File: config.mk
export PLATFORM = sky130hd
export DESIGN_NAME = ctrl_mc_gen2
export DESIGN_NICKNAME = d
export VERILOG_FILES = /design/src/rtl/ctrl_mc_gen2.sv
export SDC_FILE = /design/constraint.sdc
export NUM_CORES = 1
export LEC_CHECK = 0
export ABC_AREA = 1
export BUFFER_PORTS_ARGS = -buffer_cell sky130_fd_sc_hd__buf_2
export CAP_MARGIN = 10
export CORE_UTILIZATION = 41
export CTS_CLUSTER_SIZE = 14
export DETAILED_ROUTE_END_ITERATION = 7
export PLACE_DENSITY_LB_ADDON = 0.08
export SYNTH_ARGS = -nofsm -noshare
export SYNTH_HDL_FRONTEND = slang
export SYNTH_SLANG_ARGS = --single-unit
File: constraint.sdc
create_clock -name CLK -period 1 [get_ports CLK]
set_input_delay 0.05 -clock CLK [delete_from_list [all_inputs] [get_ports CLK]]
set_output_delay 0.05 -clock CLK [all_outputs]
set_load 0.05 [all_outputs]
File: src/rtl/ctrl_mc_gen2.sv
// rtl/ctrl_mc_gen2.sv - multi-cycle CPU control FSM with memory handshake, stall timeout and halt
module ctrl_mc_gen2 #(
    parameter int OP_W      = 4,
    parameter int MM_W      = 4,
    parameter int STAT_W    = 4,
    parameter int MEM_HS    = 1,
    parameter int STALL_MAX = 15
) (
    input  logic              CLK,
    input  logic              RST_F,
    input  logic [OP_W-1:0]   OPCODE,
    input  logic [MM_W-1:0]   MM,
    input  logic [STAT_W-1:0] STAT,
    input  logic              MEM_RDY,
    output logic              RF_WE,
    output logic [1:0]        ALU_OP,
    output logic              WB_SEL,
    output logic              RD_SEL,
    output logic              PC_SEL,
    output logic              BR_SEL,
    output logic              PC_WRITE,
    output logic              PC_RST,
    output logic              MEM_REQ,
    output logic              MEM_WE,
    output logic              MEM_ERR,
    output logic              HALTED
);

    localparam int CNT_W = $clog2(STALL_MAX + 1);

    localparam logic [2:0] S_START0 = 3'd0;
    localparam logic [2:0] S_START1 = 3'd1;
    localparam logic [2:0] S_FETCH  = 3'd2;
    localparam logic [2:0] S_DECODE = 3'd3;
    localparam logic [2:0] S_EXEC   = 3'd4;
    localparam logic [2:0] S_MEM    = 3'd5;
    localparam logic [2:0] S_WB     = 3'd6;
    localparam logic [2:0] S_HALT   = 3'd7;

    localparam logic [OP_W-1:0] OP_LOD = OP_W'(1);
    localparam logic [OP_W-1:0] OP_STR = OP_W'(2);
    localparam logic [OP_W-1:0] OP_BRA = OP_W'(4);
    localparam logic [OP_W-1:0] OP_BRR = OP_W'(5);
    localparam logic [OP_W-1:0] OP_BNE = OP_W'(6);
    localparam logic [OP_W-1:0] OP_ALU = OP_W'(8);
    localparam logic [OP_W-1:0] OP_HLT = OP_W'(15);
    localparam logic [MM_W-1:0] MM_IMM = MM_W'(8);

    localparam logic             HS_ON    = (MEM_HS != 0);
    localparam logic [CNT_W-1:0] CNT_LAST = CNT_W'(STALL_MAX - 1);

    logic [2:0]       r_state;
    logic [2:0]       w_state_nxt;
    logic [CNT_W-1:0] r_cnt;
    logic [CNT_W-1:0] w_cnt_nxt;
    logic             r_err;
    logic             w_err_set;
    logic             w_is_mem;
    logic             w_is_alu_imm;
    logic             w_bne_taken;

    assign w_is_mem     = (OPCODE == OP_LOD) || (OPCODE == OP_STR);
    assign w_is_alu_imm = (OPCODE == OP_ALU) && (MM == MM_IMM);
    assign w_bne_taken  = ((STAT & MM) == '0);
    assign MEM_ERR      = r_err;

    // Next-state and stall-counter logic; a timed-out access aborts straight to FETCH.
    always_comb begin
        w_state_nxt = r_state;
        w_cnt_nxt   = r_cnt;
        w_err_set   = 1'b0;
        case (r_state)
            S_START0: w_state_nxt = S_START1;
            S_START1: w_state_nxt = S_FETCH;
            S_FETCH:  w_state_nxt = S_DECODE;
            S_DECODE: w_state_nxt = (OPCODE == OP_HLT) ? S_HALT : S_EXEC;
            S_EXEC:   w_state_nxt = S_MEM;
            S_MEM: begin
                if (w_is_mem && HS_ON) begin
                    if (MEM_RDY) begin
                        w_state_nxt = S_WB;
                        w_cnt_nxt   = '0;
                    end else if (r_cnt == CNT_LAST) begin
                        w_state_nxt = S_FETCH;
                        w_cnt_nxt   = '0;
                        w_err_set   = 1'b1;
                    end else begin
                        w_cnt_nxt   = r_cnt + CNT_W'(1);
                    end
                end else begin
                    w_state_nxt = S_WB;
                end
            end
            S_WB:     w_state_nxt = S_FETCH;
            default:  w_state_nxt = S_HALT;
        endcase
    end

    // State, stall counter and sticky error flag registers.
    always_ff @(posedge CLK or negedge RST_F) begin
        if (!RST_F) begin
            r_state <= S_START0;
            r_cnt   <= '0;
            r_err   <= 1'b0;
        end else begin
            r_state <= w_state_nxt;
            r_cnt   <= w_cnt_nxt;
            if (w_err_set) begin
                r_err <= 1'b1;
            end
        end
    end

    // Datapath control decode from state and current instruction fields.
    always_comb begin
        RF_WE    = 1'b0;
        ALU_OP   = 2'b00;
        WB_SEL   = 1'b0;
        RD_SEL   = 1'b0;
        PC_SEL   = 1'b0;
        BR_SEL   = 1'b0;
        PC_WRITE = 1'b0;
        PC_RST   = 1'b0;
        MEM_REQ  = 1'b0;
        MEM_WE   = 1'b0;
        HALTED   = 1'b0;
        case (r_state)
            S_START0, S_START1: PC_RST = 1'b1;
            S_FETCH:  PC_WRITE = 1'b1;
            S_DECODE: RD_SEL = w_is_alu_imm || (OPCODE == OP_STR);
            S_EXEC: begin
                if (w_is_alu_imm) begin
                    ALU_OP = 2'b01;
                end else if (w_is_mem) begin
                    ALU_OP = 2'b10;
                end
                case (OPCODE)
                    OP_BRA: begin
                        PC_WRITE = 1'b1;
                        PC_SEL   = 1'b1;
                    end
                    OP_BRR: begin
                        PC_WRITE = 1'b1;
                        PC_SEL   = 1'b1;
                        BR_SEL   = 1'b1;
                    end
                    OP_BNE: begin
                        BR_SEL   = 1'b1;
                        PC_WRITE = w_bne_taken;
                        PC_SEL   = w_bne_taken;
                    end
                    default: ;
                endcase
            end
            S_MEM: begin
                if (w_is_mem) begin
                    MEM_REQ = 1'b1;
                    MEM_WE  = (OPCODE == OP_STR);
                    ALU_OP  = 2'b10;
                end
            end
            S_WB: begin
                if (OPCODE == OP_ALU) begin
                    RF_WE  = 1'b1;
                    ALU_OP = w_is_alu_imm ? 2'b01 : 2'b00;
                end else if (OPCODE == OP_LOD) begin
                    RF_WE  = 1'b1;
                    WB_SEL = 1'b1;
                end
            end
            default: HALTED = 1'b1;
        endcase
    end

endmodule
==> metrics.json <==
{
  "cells_and_area": {
    "antenna_cells": 0,
    "layout-area-overhead-vs-synth_pct": 101,
    "fillers": 73,
    "drive_above_1_share_pct": 55.8,
    "fin_util_pct": 88.1,
    "final_net_count": 182
  },
  "placed_design": {
    "io_buffer_count": 27,
    "finalWeightedCongestion": 0.788,
    "dpl.hpwl_um": 1490
  },
  "synthesis": {
    "post-synth-top-count-cell": "nand2_1",
    "syn_nets": 123,
    "synthArstFlopShare_pct": 100,
    "postSynthRegisterBits": 8,
    "synth.top_cell.area_share_pct": 30.3,
    "synth-edff-count": 0,
    "ys_dominant_reg_cell": "dfrtp_1",
    "ys_warn_count": 0,
    "postSynthAreaPerCell_um2": 6.23,
    "synthesis.area_um2": 661,
    "post_synthesis_sequential_area_ratio_pct": 30.3,
    "synth.top_cells.by_count": "nand2_1, inv_1, nand3_1, nor2_1, dfrtp_1",
    "synthCells": 106,
    "synth_top_area_cell": "dfrtp_1",
    "netlist_top_cells_area": "dfrtp_1, nand2_1, inv_1",
    "ys_types": 20
  },
  "critical_path": {
    "cp.required_ns": 0.95,
    "end_kind": "output pin",
    "worstSetupPathType": "reg -> out",
    "crit_chain": "inv_1 > nand3_4 > buf_4 > nor2_2 > buf_6",
    "crit_path_start_kind": "register",
    "path_max_fanout": 5,
    "worst-endpoint-arrival_ns": 1.35,
    "cpMaxStageDelayCell": "dfrtp_2",
    "worst_path_largest_cell_delay_ns": 0.44
  },
  "power": {
    "power.static_leakage_nw": 0.702,
    "power_per_cell_area_nw_per_um2": 2010,
    "peakVddDrop_v": 0.00126
  },
  "grt": {
    "overflow_left_after_global_routing": 0,
    "met3_use_gr_pct": 9.91,
    "global_route.usage.met1_pct": 29.9,
    "track_usage_pct": 26.5,
    "grt_max_degree": 9,
    "met2_usage_pct": 47.8,
    "grt_pass1_vias": 858,
    "global_route_wire_length_before_repair_um": 3540,
    "busiest_layer": "met2",
    "initial_antenna_violation_count": 0
  },
  "timing": {
    "skew_ns": 0.000623,
    "finalHoldViolations": 0,
    "tightestPinTransition_ns": 0.324,
    "finalSetupViolations": 20,
    "postLayoutSetupSlackWorst_ns": -0.402,
    "timing.fmax_ghz": 0.713,
    "maxSlewHeadroom_pct": 78.3,
    "slew_viol_final": 0,
    "final.min_clock_period_ns": 1.40,
    "grt_setup_unrepaired": "yes",
    "final.setup.tns_ns": -6.23,
    "post-route-period-util_pct": 140
  },
  "route": {
    "drt-vias-per-instance": 5.27,
    "totalWireLength_um": 2470,
    "drtIter0Drc": 28,
    "postRouteAntennaNets": 0,
    "post_drt_wl_per_cell_um": 13.8,
    "dr_total_vias": 943,
    "post-route-drc-count": 0,
    "dr.pass1.iters": 4
  },
  "die": {
    "top_level_ports": 28,
    "coreArea_um2": 1510,
    "initial_utilization_pct": 43.9,
    "die_h_um": 42.1,
    "die_width_um": 42.1,
    "floorplan.rows": 14,
    "dieArea_um2": 1780
  },
  "clock_tree": {
    "cts_made_buffers": 3,
    "clock_sinks": 8,
    "cts.htree.levels": 1,
    "cts-root-to-sink-buffers": 2,
    "insertion_delay_ns": 0.26,
    "tritoncts": "done",
    "path_clk_slew_ns": 0.05,
    "cts_root_buffer": "clkbuf_4"
  },
  "outcome": {
    "violated_checks": "setup timing",
    "status": "finished with violations"
  },
  "hold_path": {
    "holdCritPathClass": "in -> reg"
  },
  "run": {
    "max-cap-violations": 0
  }
}
## state kept, by name, indices dropped and copies added, names as in the netlist
register,cells
r_cnt,4
MEM_ERR,1
r_state,3
## logic make-up (layout without fill, tap and decap cells)
family	Yosys count	in the layout	synth area share, %
flops	8	8	30.3
xor+xnor	2	2	2.65
fa+ha+maj	2	2	3.79
compound gates	7	7	6.63
simple gates	69	69	46.4
buf+inv	18	75	10.2
## area by class of cell
type / count / area (µm²) / share of cell area (%)
clock buffer: 3 / 22.5 / 1.70
inverter: 18 / 80.1 / 6.03
multi-input combinational: 80 / 551 / 41.5
sequential: 8 / 204 / 15.4
tap: 16 / 20.0 / 1.51
timing repair buffer: 54 / 450 / 33.9
## placed cells by master, fill, tap and decap left out, drive strengths merged
cell type    instances
xor2                 1
nand3               12
a21oi                4
nor3b                1
o21bai               2
nand2               41
dlygate4sd3          1
xnor2                1
clkbuf               3
dfrtp                8
buf                 53
nor3                 3
nor2                12
clkinvlp             2
o21ai                1
ha                   2
inv                 16
## critical path, delay by kind of cell, from the launching register on
family                 cells  cell delay (ns)
buffers and inverters      3             0.45
flip-flops                 1             0.44
AND/OR/NAND/NOR            2             0.21
## worst paths after layout
check                             end  cells past startpoint  slack, ns        from
max                            MEM_WE                      5      -0.40  r_state[1]
min                           MEM_ERR                      4       0.08     MEM_RDY
max reg2reg                  r_cnt[2]                      8      -0.28  r_state[1]
min reg2reg                   MEM_ERR                      1       0.47     MEM_ERR
max in group asynchronous  r_state[1]                      2       0.66       RST_F
min in group asynchronous    r_cnt[2]                      2       0.16       RST_F
## report_power, final
group	internal, mW	leakage (nW)	switching, mW
clock network	0.138	0.0138	0.117
registers	0.423	0.0999	0.153
logic	0.819	0.588	1.02
## metrics by stage
stage               worst slack [ns]  power (mW)  area, µm²  instances  hold WS [ns]
floorplan                     -0.199        1.28        756        106        -0.246
global placement              -0.215        1.78       1080        170       -0.0998
detailed placement            -0.248        1.81       1080        170       -0.0977
CTS                           -0.389        2.32       1250        177        0.0699
global route                  -0.469        2.82       1330        179         0.117
finish                        -0.402        2.66       1330        179        0.0753
## routing by layer
metal,vias to the layer above,routed length (µm)
met5,-,0
met4,0,53
met2,45,1320
met3,8,193
met1,442,907
li1,448,-
## timing repair
action                                  4_1_cts  5_1_grt
setup buffers                                 3        2
hold endpoints to repair                      8        0
gates cloned                                  0        0
endpoints found under the setup margin       20       20
gates resized for setup                      36       16
pin swaps                                     1        5
hold buffers                                  1        0
Power figures use the tool's default switching activity.
